**src/rtl/lsu_bridge_pkg.sv**
```systemverilog
// rtl/lsu_bridge_pkg.sv - shared FSM state type and MMIO register offsets for the LSU/DMEM bridge
package lsu_bridge_pkg;

  typedef enum logic [1:0] {IDLE, RWAIT, RACK, WACK} lsu_state_t;

  localparam logic [3:0] MMIO_OFF_CYCLE = 4'h0;
  localparam logic [3:0] MMIO_OFF_GPIO  = 4'h4;

endpackage

```
**src/rtl/lsu_mmio_regs.sv**
```systemverilog
// rtl/lsu_mmio_regs.sv - MMIO cycle counter and byte-strobed GPIO register (LSU_BRIDGE_MMIO_EN builds)
module lsu_mmio_regs
  import lsu_bridge_pkg::*;
(
  input  logic        clk,
  input  logic        rst,
  input  logic        wr_en,
  input  logic [3:0]  wr_off,
  input  logic [3:0]  wr_strb,
  input  logic [31:0] wr_data,
  input  logic [3:0]  rd_off,
  output logic [31:0] rd_data,
  output logic [31:0] gpio
);

  logic [31:0] cycle_cnt;

  always_ff @(posedge clk) begin
    if (rst) begin
      cycle_cnt <= '0;
      gpio      <= '0;
    end else begin
      cycle_cnt <= cycle_cnt + 32'd1;
      if (wr_en && (wr_off == MMIO_OFF_GPIO)) begin
        for (int b = 0; b < 4; b++) begin
          if (wr_strb[b]) gpio[8*b +: 8] <= wr_data[8*b +: 8];
        end
      end
    end
  end

  // CYCLE is read-only: writes to it fall through the GPIO compare above and are dropped.
  always_comb begin
    rd_data = '0;
    case (rd_off)
      MMIO_OFF_CYCLE: rd_data = cycle_cnt;
      MMIO_OFF_GPIO:  rd_data = gpio;
      default:        rd_data = '0;
    endcase
  end

endmodule

```
**src/rtl/lsu_dmem_bridge.sv**
```systemverilog
// rtl/lsu_dmem_bridge.sv - core load/store handshake to 1-cycle-latency data BRAM; MMIO window with LSU_BRIDGE_MMIO_EN
module lsu_dmem_bridge
  import lsu_bridge_pkg::*;
#(
  parameter int          ADDR_WIDTH_D = 10,
  parameter int          DATA_WIDTH_D = 32,
  parameter logic [3:0]  MMIO_NIB     = 4'h1
) (
  input  logic                    clk,
  input  logic                    rst,
  input  logic                    rready_cpu,
  output logic                    rvalid_cpu,
  input  logic                    wvalid_cpu,
  output logic                    wready_cpu,
  input  logic [3:0]              strb_cpu,
  input  logic [31:0]             addr_cpu,
  input  logic [31:0]             data_cpu_o,
  output logic [31:0]             data_cpu_i,
  output logic                    dmem_en,
  output logic [3:0]              dmem_we,
  output logic [ADDR_WIDTH_D-1:0] dmem_addr,
  output logic [DATA_WIDTH_D-1:0] dmem_wdata,
  input  logic [DATA_WIDTH_D-1:0] dmem_rdata,
  output logic [31:0]             gpio_o
);

  lsu_state_t  state, state_nxt;
  logic        accept_wr;
  logic        mmio_sel;
  logic [31:0] rd_value;
  logic        unused_ok;

  assign accept_wr  = (state == IDLE) && wvalid_cpu;
  assign dmem_addr  = addr_cpu[ADDR_WIDTH_D+1:2];
  assign dmem_wdata = data_cpu_o;

`ifdef LSU_BRIDGE_MMIO_EN
  logic [3:0]  mmio_off;
  logic [3:0]  mmio_off_q;
  logic        mmio_sel_q;
  logic        mmio_wr;
  logic [31:0] mmio_rdata;

  // Anything outside the first 16 bytes of the window is steered to an unmapped offset (reads 0).
  assign mmio_sel = (addr_cpu[31:28] == MMIO_NIB);
  assign mmio_off = (addr_cpu[27:4] == 24'd0) ? {addr_cpu[3:2], 2'b00} : 4'hC;
  assign mmio_wr  = !rst && accept_wr && mmio_sel;

  always_ff @(posedge clk) begin
    if (rst) begin
      mmio_sel_q <= 1'b0;
      mmio_off_q <= '0;
    end else if (state == IDLE) begin
      mmio_sel_q <= mmio_sel;
      mmio_off_q <= mmio_off;
    end
  end

  lsu_mmio_regs u_mmio_regs (
    .clk     (clk),
    .rst     (rst),
    .wr_en   (mmio_wr),
    .wr_off  (mmio_off),
    .wr_strb (strb_cpu),
    .wr_data (data_cpu_o),
    .rd_off  (mmio_off_q),
    .rd_data (mmio_rdata),
    .gpio    (gpio_o)
  );

  assign rd_value  = mmio_sel_q ? mmio_rdata : dmem_rdata;
  assign unused_ok = &{1'b0, addr_cpu[1:0]};
`else
  assign mmio_sel  = 1'b0;
  assign rd_value  = dmem_rdata;
  assign gpio_o    = '0;
  assign unused_ok = &{1'b0, addr_cpu[31:ADDR_WIDTH_D+2], addr_cpu[1:0], MMIO_NIB};
`endif

  always_ff @(posedge clk) begin
    if (rst) begin
      state      <= IDLE;
      data_cpu_i <= '0;
    end else begin
      state <= state_nxt;
      if (state == RWAIT) data_cpu_i <= rd_value;
    end
  end

  // Writes take priority; a read held alongside is picked up on the next return to IDLE.
  always_comb begin
    state_nxt  = state;
    dmem_en    = 1'b0;
    dmem_we    = 4'h0;
    rvalid_cpu = 1'b0;
    wready_cpu = 1'b0;
    case (state)
      IDLE: begin
        if (wvalid_cpu) begin
          state_nxt = WACK;
          dmem_en   = !mmio_sel;
          dmem_we   = mmio_sel ? 4'h0 : strb_cpu;
        end else if (rready_cpu) begin
          state_nxt = RWAIT;
          dmem_en   = !mmio_sel;
        end
      end
      RWAIT: state_nxt = RACK;
      RACK: begin
        state_nxt  = IDLE;
        rvalid_cpu = 1'b1;
      end
      WACK: begin
        state_nxt  = IDLE;
        wready_cpu = 1'b1;
      end
      default: state_nxt = IDLE;
    endcase
    if (rst) begin
      dmem_en    = 1'b0;
      dmem_we    = 4'h0;
      rvalid_cpu = 1'b0;
      wready_cpu = 1'b0;
    end
  end

endmodule

```
**config.mk**
```make
export PLATFORM = sky130hd
export DESIGN_NAME = lsu_dmem_bridge
export DESIGN_NICKNAME = d
export VERILOG_FILES = /design/src/rtl/lsu_bridge_pkg.sv /design/src/rtl/lsu_mmio_regs.sv /design/src/rtl/lsu_dmem_bridge.sv
export SDC_FILE = /design/constraint.sdc
export NUM_CORES = 1
export LEC_CHECK = 0
export BUFFER_PORTS_ARGS = -buffer_cell sky130_fd_sc_hd__clkbuf_2
export CAP_MARGIN = 25
export CORE_AREA = 2 2 85 87
export CTS_CLUSTER_SIZE = 16
export DETAILED_ROUTE_END_ITERATION = 12
export DIE_AREA = 0 0 87 89
export PLACE_DENSITY = 0.73
export SLEW_MARGIN = 40
export SYNTH_ARGS = -nofsm -noshare
export SYNTH_HDL_FRONTEND = slang
export SYNTH_SLANG_ARGS = --single-unit
```
**constraint.sdc**
```tcl
create_clock -name clk -period 3.36 [get_ports clk]
set_input_delay 0.672 -clock clk [delete_from_list [all_inputs] [get_ports clk]]
set_output_delay 0.672 -clock clk [all_outputs]
set_load 0.05 [all_outputs]
```
==> key figures, run 1 <==
Run status
  • Status: completed

Timing
  • Max-slew violation count: 0
  • Layout Skew: roughly 5.8 ps
  • Worst Slack Setup Final: about 960 ps
  • RSZ-0062 raised after global routing: no
  • Endpoints failing hold: 0
  • Max Clk Rate: roughly 420 MHz
  • Post-route setup TNS: 0 ps
  • Slew margin rel.: a little under three fifths
  • Final min period: 2400 ps
  • Final Setup Violations: 0
  • Tightest Pin Transition: 649 ps
  • Fin crit share: between 70% and 80%
  • Worst Hold Slack: 469 ps

Power and ir drop
  • Pwr/cell area: 476 nW/um^2
  • Clock Power Share: 29.2%
  • Seq pwr share: 41.9%
  • Pleak: 0.986 nW
  • Worst VDD drop: ~0.19 mV
  • Net Sw Power: around 0.4 mW
  • Combinational power share: 28.9%
  • Switching Share: 37.3%
  • Internal power: 0.669 mW

Placed design
  • Post-DP Area: 2150 um^2
  • Gp weighted congestion: 0.611
  • Dpl ws: 939 ps
  • Port bufs: 78
  • HPWL Detailed: ~3100 um

Critical path
  • CP Data Arrival Time: 1730 ps
  • CP startpoint: rst
  • Worst setup SP type: input port
  • Worst path max stage delay: about 320 ps
  • Register-to-Register Path Depth: 4
  • Setup CP Type: in -> out
  • Worst setup path end: dmem_we[1]
  • CP most frequent cell: clkbuf_2
  • Flop2flop setup slack: 1140 ps
  • FF-to-FF End: data_cpu_i[20]$_SDFFE_PP0P_
  • Setup crit end kind: output pin
  • Reg2reg start: state[0]$_SDFFE_PP0P_
  • Required time worst endpoint: around 2700 ps
  • Slowest CP cell: nor4b_4
  • Worst path cell trace: clkbuf_2 -> nor4b_4 -> and2_1 -> clkbuf_2
  • Largest fanout on the critical path: 26

Synth
  • Synth Register Bits: 34
  • Unique masters post-synth: 21
  • YS warnings: 0
  • Seq/Total Area, Yosys: 31.5%
  • Post-Synthesis Cell Area: 2160 um^2
  • Mean area per synthesized cell: 9.16 um^2
  • Synth Instances: 236

Cells and area
  • Antenna cell count: 0
  • FILL cells: 739
  • Final Core Density: 33.4%
  • Layout cells sized above 1: 34.7%
  • Post-route cell area: 2240 um^2
  • Layout area overhead: 3.65%
  • Final net count: 368

CTS
  • Clock buffer count from CTS: 5
  • Post-cts sizing count: 0
  • Clock Latency Late Sink: 280 ps
  • CTS Hold Bufs: 0
  • Clk slew on worst S/H paths: 70 ps
  • Post-CTS Setup Inserts: 0
  • CTS tree: built
  • Clock tree sinks: 34
  • CTS max path bufs: 2
  • H-tree depth: 2
  • CTS root buf: clkbuf_8

Job
  • Max-cap violations: 0

Route
  • DR vias: between 1500 and 2000
  • DR vias/cell: between 4 and 5
  • Final WL: 4480 um
  • Routed wire per std cell: 13.0 um
  • DR pass1 iterations: 4
  • Initial DRC count: 65
  • DRC viols: 0
  • Routed Antenna Nets: 0

Global route
  • Gr usage total: between 10% and 20%
  • Total grt overflow: 0
  • Initial antenna violation count: 0
  • Largest net degree at the start of global routing: 45
  • First-pass GRT wire length: 6850 um
  • Vias in the first global route: 1458

Floorplanning
  • Initial core utilization: 32.2%
  • Core Region: 6720 um^2
  • Top Ports: about 220
  • Die Width: 87 um
  • Die area: 7740 um^2
  • Std-Cell Rows: 30
  • Die height: 89 um

Min path
  • Worst min-delay path category: reg -> reg
## cells by family (layout without fill, tap and decap cells)
family | count (synthesis) | count (layout) | synth area share (%)
AO/OA/AOI/OAI | 34 | 34 | 8.10
buffers and inverters | 92 | 90 | 30.0
flip-flops | 34 | 34 | 31.5
other | 1 | 32 | 0.173
AND/OR/NAND/NOR | 75 | 75 | 30.2
## critical path, delay by kind of cell
family / cells / cell delay (ps)
buf+inv: 2 / 560
simple gates: 2 / 490
## state kept, by name, indices dropped and copies added (netlist names)
register,flops
data_cpu_i,32
state,2
## layer usage
metal | track usage, % | vias to the layer above | wire, um
met5 | 0 | - | 0
met4 | 7.10 | 0 | 146
met3 | 3.69 | 25 | 402
met2 | 18.5 | 88 | 2110
met1 | 12.8 | 724 | 1820
li1 | - | 748 | -
## power groups by stage
stage | clock network, mW | logic (mW) | registers [mW]
2_1_floorplan | 0 | 0.340 | 0.527
5_1_grt | 0.345 | 0.328 | 0.450
3_5_place_dp | 0 | 0.312 | 0.456
6_report | 0.311 | 0.308 | 0.447
3_3_place_gp | 0 | 0.307 | 0.456
4_1_cts | 0.329 | 0.312 | 0.448
## through the flow
| step | cells | power (mW) |
|---|---|---|
| floorplan | 267 | 0.867 |
| global placement | 337 | 0.763 |
| detailed placement | 337 | 0.768 |
| CTS | 345 | 1.09 |
| global route | 345 | 1.12 |
| finish | 345 | 1.07 |
## synth_stat cells
cell	n	area, um^2
nor3b_1	1	7.51
nor3_2	1	10.0
nor4b_4	1	23.8
nand4bb_1	32	360
nor3_1	1	5.00
buf_2	6	30.0
conb_1	1	3.75
and2_1	3	18.8
clkbuf_2	3	15.0
o21ai_1	13	65.1
clkbuf_1	7	26.3
and3_1	1	6.26
buf_4	74	556
dfxtp_1	34	681
nor2_1	1	3.75
nand2b_1	32	200
buf_6	2	22.5
o21a_1	2	15.0
o21ai_0	19	95.1
nor2b_2	1	8.76
and3b_1	1	8.76
## worst min-delay path by stage
stage	from	slack, ps	to	cells after the start
2_1_floorplan	state[0]$_SDFFE_PP0P_	600	data_cpu_i[13]$_SDFFE_PP0P_	3
3_3_place_gp	data_cpu_i[18]$_SDFFE_PP0P_	450	data_cpu_i[18]$_SDFFE_PP0P_	2
3_5_place_dp	data_cpu_i[26]$_SDFFE_PP0P_	460	data_cpu_i[26]$_SDFFE_PP0P_	2
4_1_cts	data_cpu_i[26]$_SDFFE_PP0P_	470	data_cpu_i[26]$_SDFFE_PP0P_	2
5_1_grt	data_cpu_i[29]$_SDFFE_PP0P_	500	data_cpu_i[29]$_SDFFE_PP0P_	2
6_report	data_cpu_i[3]$_SDFFE_PP0P_	470	data_cpu_i[3]$_SDFFE_PP0P_	2
## placed cells by master, fill, tap and decap left out
| master | netlist | routed |
|---|---|---|
| nor2b_2 | 1 | 1 |
| o21ai_0 | 19 | 19 |
| nor3_1 | 1 | 1 |
| clkbuf_1 | 7 | 1 |
| nor4b_4 | 1 | 1 |
| and2_1 | 3 | 3 |
| o21a_1 | 2 | 2 |
| clkinv_2 | 0 | 1 |
| clkbuf_8 | 0 | 6 |
| nor3b_1 | 1 | 1 |
| and3b_1 | 1 | 1 |
| nand4bb_1 | 32 | 32 |
| dfxtp_1 | 34 | 34 |
| nand2b_1 | 32 | 32 |
| conb_1 | 1 | 32 |
| and3_1 | 1 | 1 |
| clkbuf_2 | 3 | 78 |
| nor3_2 | 1 | 1 |
| buf_4 | 74 | 4 |
| nor2_1 | 1 | 1 |
| o21ai_1 | 13 | 13 |
## final cells by class
class	count	area, um^2	area share, %
Sequential cell	34	681	30.4
Clock inverter	1	5.00	0.223
Tap cell	80	100	4.47
Timing Repair Buffer	82	420	18.8
Multi-Input combinational cell	141	948	42.3
Clock buffer	7	86.3	3.85
Note: power is estimated with default switching activity, not from simulation.
==> inputs of run 2 (changes only) <==
--- a/config.mk
+++ b/config.mk
@@ -7,11 +7,11 @@
 export LEC_CHECK = 0
 export BUFFER_PORTS_ARGS = -buffer_cell sky130_fd_sc_hd__clkbuf_2
 export CAP_MARGIN = 25
-export CORE_AREA = 2 2 85 87
+export CORE_AREA = 2 2 83 85
 export CTS_CLUSTER_SIZE = 16
 export DETAILED_ROUTE_END_ITERATION = 12
-export DIE_AREA = 0 0 87 89
-export PLACE_DENSITY = 0.73
+export DIE_AREA = 0 0 85 87
+export PLACE_DENSITY = 0.76
 export SLEW_MARGIN = 40
 export SYNTH_ARGS = -nofsm -noshare
 export SYNTH_HDL_FRONTEND = slang
==> constraint.sdc (replaced) <==
create_clock -name clk -period 2.3 [get_ports clk]
set_input_delay 0.46 -clock clk [delete_from_list [all_inputs] [get_ports clk]]
set_output_delay 0.46 -clock clk [all_outputs]
set_load 0.05 [all_outputs]
==> run 2 against run 1 <==
  * Global-route usage grew 0.64 points
  * Sequential power grew 45%
  * Register-to-register slack lost 450 ps
  * Wire length is essentially flat
  * Clock skew shrank 1.1 ps
  * Core utilization grew 1.4 points
  * First-iteration DRC count shrank 37%
  * Die area shrank 4.5%
  * Design area grew 1.8%
  * Sequential share of layout area shrank 0.53 points
  * Flip-flop and latch count is the same
==> key figures, run 2 (same netlist as run 1, synthesis figures left out) <==
Global route
  • First-pass GRT wire length: 7000 um (+2.2%)
  • Initial antenna violation count: 0 (unchanged)
  • Gr usage total: 12.0% (+0.64 points)
  • Vias in the first global route: 1472 (+0.96%)
  • Largest net degree at the start of global routing: 50 (+11%)
  • Total grt overflow: 0 (unchanged)

Placed design
  • Gp weighted congestion: 0.648 (+6.0%)
  • HPWL Detailed: 3270 um (+4.0%)
  • Port bufs: 78 (unchanged)
  • Dpl ws: 365 ps (-573 ps)

Route
  • Final WL: 4480 um (about the same)
  • Routed Antenna Nets: 0 (unchanged)
  • Initial DRC count: 41 (-37%)
  • DRC viols: 0 (unchanged)
  • DR vias: 1594 (+0.57%)
  • Routed wire per std cell: 12.9 um (-0.80%)
  • DR vias/cell: 4.58 (-0.30%)
  • DR pass1 iterations: 4 (unchanged)

Critical path
  • Worst path cell trace: buf_4 -> nor4b_4 -> and2_1 -> clkbuf_2
  • CP Data Arrival Time: 1580 ps (-150 ps)
  • Worst setup SP type: flop
  • Worst path buffer plus inverter count: 2 (unchanged)
  • Setup crit end kind: output pin
  • Worst path max stage delay: 350 ps (+30 ps)
  • WP depth: 4 (unchanged)
  • Required time worst endpoint: 1840 ps (-850 ps)
  • Setup CP Type: reg -> out
  • Largest fanout on the critical path: 13 (-50%)
  • Largest delay contributor family on the critical path: buffers and inverters
  • Slowest CP cell: dfxtp_1
  • Register-to-Register Path Depth: 3 (-1)

Cells and area
  • Regs by FF count: data_cpu_i: 32 flops, state: 2 flops
  • Most common cell after layout, fill and taps aside: clkbuf_2
  • Final Core Density: 34.7% (+1.4 points)
  • Antenna cell count: 0 (unchanged)
  • Layout cells sized above 1: 35.8% (+1.1 points)
  • Largest register FFs: 32 (unchanged)
  • Layout area overhead: 5.50%
  • Commonest cells after routing, fill and taps aside: clkbuf_2, dfxtp_1, nand2b_1, nand4bb_1, conb_1
  • Final net count: 371 (+0.82%)
  • Largest reg by FF count: data_cpu_i

Power and ir drop
  • Combinational power share: 27.8% (-1.1 points)
  • Worst VDD drop: 0.381 mV (+100%)
  • Pwr/cell area: 726 nW/um^2 (+53%)
  • Clock Power Share: 33.0% (+3.8 points)
  • Switching Share: 36.0% (-1.3 points)
  • Total power: 1.66 mW (+55%)
  • Pleak: 1.01 nW (+2.6%)
  • Internal power: 1.06 mW (+58%)
  • Seq pwr share: 39.2% (-2.7 points)
  • Net Sw Power: 0.596 mW (+50%)

CTS
  • CTS Hold Bufs: 0 (unchanged)
  • Clock tree sinks: 34 (unchanged)
  • Clock buffer count from CTS: 5 (unchanged)
  • H-tree depth: 2 (unchanged)
  • Post-CTS Setup Inserts: 0 (unchanged)
  • CTS root buf: clkbuf_8
  • CTS max path bufs: 2 (unchanged)
  • Clk slew on worst S/H paths: 70 ps (about the same)
  • Clock Latency Late Sink: 290 ps (about the same)
  • CTS tree: built
  • Post-cts sizing count: 0 (unchanged)

Floorplanning
  • Die Width: 85 um (-2.3%)
  • Std-Cell Rows: 30 (unchanged)
  • Core Region: 6570 um^2 (-2.2%)
  • Top Ports: 217 (unchanged)
  • Die area: 7400 um^2 (-4.5%)
  • Initial core utilization: 32.9% (+0.74 points)
  • Die height: 87 um (-2.2%)

Run status
  • Status: completed

Job
  • Max-cap violations: 0 (unchanged)

Min path
  • Hold path cells: 2 (unchanged)
  • Worst min-delay path category: in -> reg

Timing
  • Final min period: 2040 ps
  • Slew margin rel.: 55.8% (-0.83 points)
  • RSZ-0062 raised after global routing: no
  • Worst Slack Setup Final: 262 ps (-700 ps)
  • Post-route setup TNS: 0 ps (unchanged)
  • Max-slew violation count: 0 (unchanged)
  • Layout Skew: 4.68 ps (-1.11 ps)
  • Fin crit share: 88.6%
  • Endpoints failing hold: 0 (unchanged)
  • Max Clk Rate: approximately 490 MHz
  • Final Setup Violations: 0 (unchanged)
  • Tightest Pin Transition: 660 ps (+10.3 ps)
==> run 2: cell types whose count changed in the layout (fill, tap and decap cells not counted), sizes merged <==
| cell | previous run | this run |
|---|---|---|
| clkbuf | 85 | 83 |
| clkinv | 1 | 2 |
| bufinv | 0 | 1 |
| buf | 4 | 7 |
==> run 2: worst paths after layout <==
kind	to	from	slack (ps)
setup reg to reg	data_cpu_i[31]$_SDFFE_PP0P_	state[1]$_SDFFE_PP0P_	690
hold / removal	state[0]$_SDFFE_PP0P_	rready_cpu	390
setup / recovery	dmem_we[3]	state[0]$_SDFFE_PP0P_	260
hold reg to reg	data_cpu_i[30]$_SDFFE_PP0P_	data_cpu_i[30]$_SDFFE_PP0P_	470
==> run 2: cell type report <==
| class | count | area (um^2) |
|---|---|---|
| repair buffers | 85 | 443 |
| clock inverters | 3 | 40.0 |
| well taps | 80 | 100 |
| fillers | 699 | 4290 |
| flip-flops and latches | 34 | 681 |
| clock buffers | 5 | 68.8 |
| multi-input cells | 141 | 948 |
==> run 2: metal layers <==
layer	vias to the layer above	GRT usage, %	part of all wire [%]
met3	19	3.89	7.7
met5	-	0	0
met2	71	21.1	49
met4	0	5.34	3.0
li1	750	-	-
met1	754	13.1	40
==> run 2: worst reg2reg max path: stages, from the launching register on <==
cell and delay, ps:
dfxtp_1 440, nor2b_2 590, buf_4 340, o21ai_0 130
==> run 2: stage by stage <==
| stage | hold WS (ps) | area [um^2] | std cells |
|---|---|---|---|
| after floorplan | 570 | 2280 | 267 |
| after global placement | 454 | 2170 | 340 |
| after detailed placement | 457 | 2170 | 340 |
| after CTS | 387 | 2280 | 348 |
| after global routing | 384 | 2280 | 348 |
| final | 390 | 2280 | 348 |
==> run 2: power groups by stage <==
| stage | logic [mW] | clock network [mW] | registers [mW] |
|---|---|---|---|
| after floorplan | 0.496 | 0 | 0.770 |
| after global placement | 0.458 | 0 | 0.662 |
| after detailed placement | 0.464 | 0 | 0.663 |
| after CTS | 0.465 | 0.563 | 0.650 |
| after global routing | 0.490 | 0.592 | 0.654 |
| final | 0.461 | 0.546 | 0.649 |
==> inputs of run 3 (changes only) <==
==> constraint.sdc (replaced) <==
create_clock -name clk -period 2.3 [get_ports clk]
set_input_delay 0.115 -clock clk [delete_from_list [all_inputs] [get_ports clk]]
set_output_delay 0.115 -clock clk [all_outputs]
set_load 0.05 [all_outputs]
==> run 3 against run 2 <==
  * Highest routed layer unchanged
  * Non-clock buffer count shrank 4
  * Critical endpoint is now dmem_we[0]
  * Critical path type unchanged
  * Clock-buffer cell count up 1
  * Largest cell class unchanged
  * Design area up 0.38%
  * Core utilization up 0.13 points
  * Power grew 8.3%
==> key figures, run 3 (same netlist as run 1, synthesis figures left out) <==
Critical path
  • Flop2flop setup slack: 1040 ps (+350 ps)
  • Worst path max stage delay: 340 ps (about the same)
  • Setup CP Type: reg -> out
  • Worst path cell trace: buf_4 -> nor4b_4 -> and2_1 -> clkbuf_2
  • Reg2reg start: state[0]$_SDFFE_PP0P_
  • Worst setup path end: dmem_we[0]
  • CP startpoint: state[1]$_SDFFE_PP0P_
  • Worst setup SP type: flop
  • Largest fanout on the critical path: 37 (+24)
  • WP depth: 4 (unchanged)
  • FF-to-FF End: data_cpu_i[11]$_SDFFE_PP0P_
  • Required time worst endpoint: 2180 ps (+340 ps)
  • CP Data Arrival Time: 1640 ps (+60 ps)
  • Worst path buffer plus inverter count: 2 (unchanged)
  • Register-to-Register Path Depth: 2 (-1)
  • Setup crit end kind: output pin
  • Slowest CP cell: dfxtp_1
  • Largest delay contributor family on the critical path: buffers and inverters

Timing
  • Max Clk Rate: 569 MHz (+16%)
  • Tightest Pin Transition: 683 ps (+23.2 ps)
  • Endpoints failing hold: 0 (unchanged)
  • Layout Skew: 7.50 ps (+2.82 ps)
  • Final min period: 1760 ps (-279 ps)
  • Max-slew violation count: 0 (unchanged)
  • RSZ-0062 raised after global routing: no
  • Fin crit share: 76.5% (-12 points)
  • Slew margin rel.: 54.4% (-1.4 points)
  • Final Setup Violations: 0 (unchanged)
  • Post-route setup TNS: 0 ps (unchanged)

Placed design
  • Gp weighted congestion: 0.645 (-0.40%)
  • Port bufs: 78 (unchanged)
  • HPWL Detailed: 2860 um (-12%)

Floorplanning
  • Top Ports: 217 (unchanged)
  • Die height: 87 um (unchanged)
  • Die Width: 85 um (unchanged)
  • Std-Cell Rows: 30 (unchanged)
  • Core Region: 6570 um^2 (unchanged)
  • Initial core utilization: 32.9% (unchanged)
  • Die area: 7400 um^2 (unchanged)

Route
  • DR pass1 iterations: 4 (unchanged)
  • Initial DRC count: 65 (+59%)
  • Final WL: 4320 um (-3.5%)
  • Routed Antenna Nets: 0 (unchanged)
  • DRC viols: 0 (unchanged)
  • DR vias/cell: 4.57 (-0.23%)
  • DR vias: 1572 (-1.4%)
  • Routed wire per std cell: 12.6 um (-2.4%)

Power and ir drop
  • Worst VDD drop: 0.243 mV (-36%)
  • Pleak: 1.01 nW (-0.51%)
  • Total power: 1.79 mW (+8.3%)
  • Pwr/cell area: 783 nW/um^2 (+7.8%)

CTS
  • Clock tree sinks: 34 (unchanged)
  • H-tree depth: 2 (unchanged)
  • Clk slew on worst S/H paths: 70 ps (about the same)
  • Post-CTS Setup Inserts: 0 (unchanged)
  • CTS tree: built
  • Clock buffer count from CTS: 5 (unchanged)
  • CTS max path bufs: 2 (unchanged)
  • Clock Latency Late Sink: 290 ps (about the same)
  • Post-cts sizing count: 0 (unchanged)
  • CTS Hold Bufs: 0 (unchanged)
  • CTS root buf: clkbuf_8

Global route
  • First-pass GRT wire length: 6870 um (-2.0%)
  • Total grt overflow: 0 (unchanged)
  • Gr usage total: 11.4% (-0.56 points)
  • Largest net degree at the start of global routing: 48 (-4.0%)
  • Vias in the first global route: 1463 (-0.61%)
  • Initial antenna violation count: 0 (unchanged)

Min path
  • Worst min-delay path category: in -> reg
  • Hold Path Origin: rready_cpu

Cells and area
  • Layout area overhead: 5.90%
  • Commonest cells after routing, fill and taps aside: clkbuf_2, dfxtp_1, nand2b_1, nand4bb_1, conb_1
  • Final net count: 367 (-1.1%)
  • Most common cell after layout, fill and taps aside: clkbuf_2
  • Antenna cell count: 0 (unchanged)
  • Regs by FF count: data_cpu_i: 32 flops, state: 2 flops
  • Largest register FFs: 32 (unchanged)
  • Largest reg by FF count: data_cpu_i
  • Layout cells sized above 1: 34.8% (-0.97 points)

Run status
  • Status: completed

Job
  • Max-cap violations: 0 (unchanged)
[run 3: cell types whose count changed in the layout (fill, tap and decap cells not counted), sizes merged]
cell    before  now
buf          7    3
clkbuf      83   84
clkinv       2    0
bufinv       1    2
[run 3: through the flow]
step                cell area (um^2)  hold WS [ps]  instances  setup slack (ps)  util [%]
floorplan                       2280           225        267               397         -
global placement                2140           230        336               609      32.6
finish                          2290          57.4        344               541      34.9
CTS                             2290          50.2        344               503      34.9
global route                    2290          46.4        344               423      34.9
detailed placement              2150           230        336               825      32.7
[run 3: layer usage]
layer  up-vias  share of wire [%]  GRT usage, %
met1       733                 40          12.6
met3        19                8.0          3.41
met4         0                2.8          5.77
met2        74                 49          19.9
li1        746                  -             -
met5         -                  0             0
[run 3: worst min path at each step]
stage,endpoint,cells past startpoint
4_1_cts,state[0]$_SDFFE_PP0P_,2
3_5_place_dp,dmem_addr[2],0
3_3_place_gp,dmem_addr[2],0
6_report,state[0]$_SDFFE_PP0P_,2
2_1_floorplan,state[0]$_SDFFE_PP0P_,1
5_1_grt,state[0]$_SDFFE_PP0P_,2
[run 3: report_power, final]
part	total [mW]	switching (mW)	internal, mW
clock network	0.691	0.228	0.463
logic	0.458	0.348	0.110
registers	0.644	0.0190	0.625
total	1.79	0.595	1.20
[run 3: final cells by class]
class | count | area, um^2
fill | 662 | 4280
multi-input combinational | 141 | 953
sequential | 34 | 681
timing repair buffer | 81 | 413
tap | 80 | 100
clock buffer | 6 | 82.6
clock inverter | 2 | 60.1
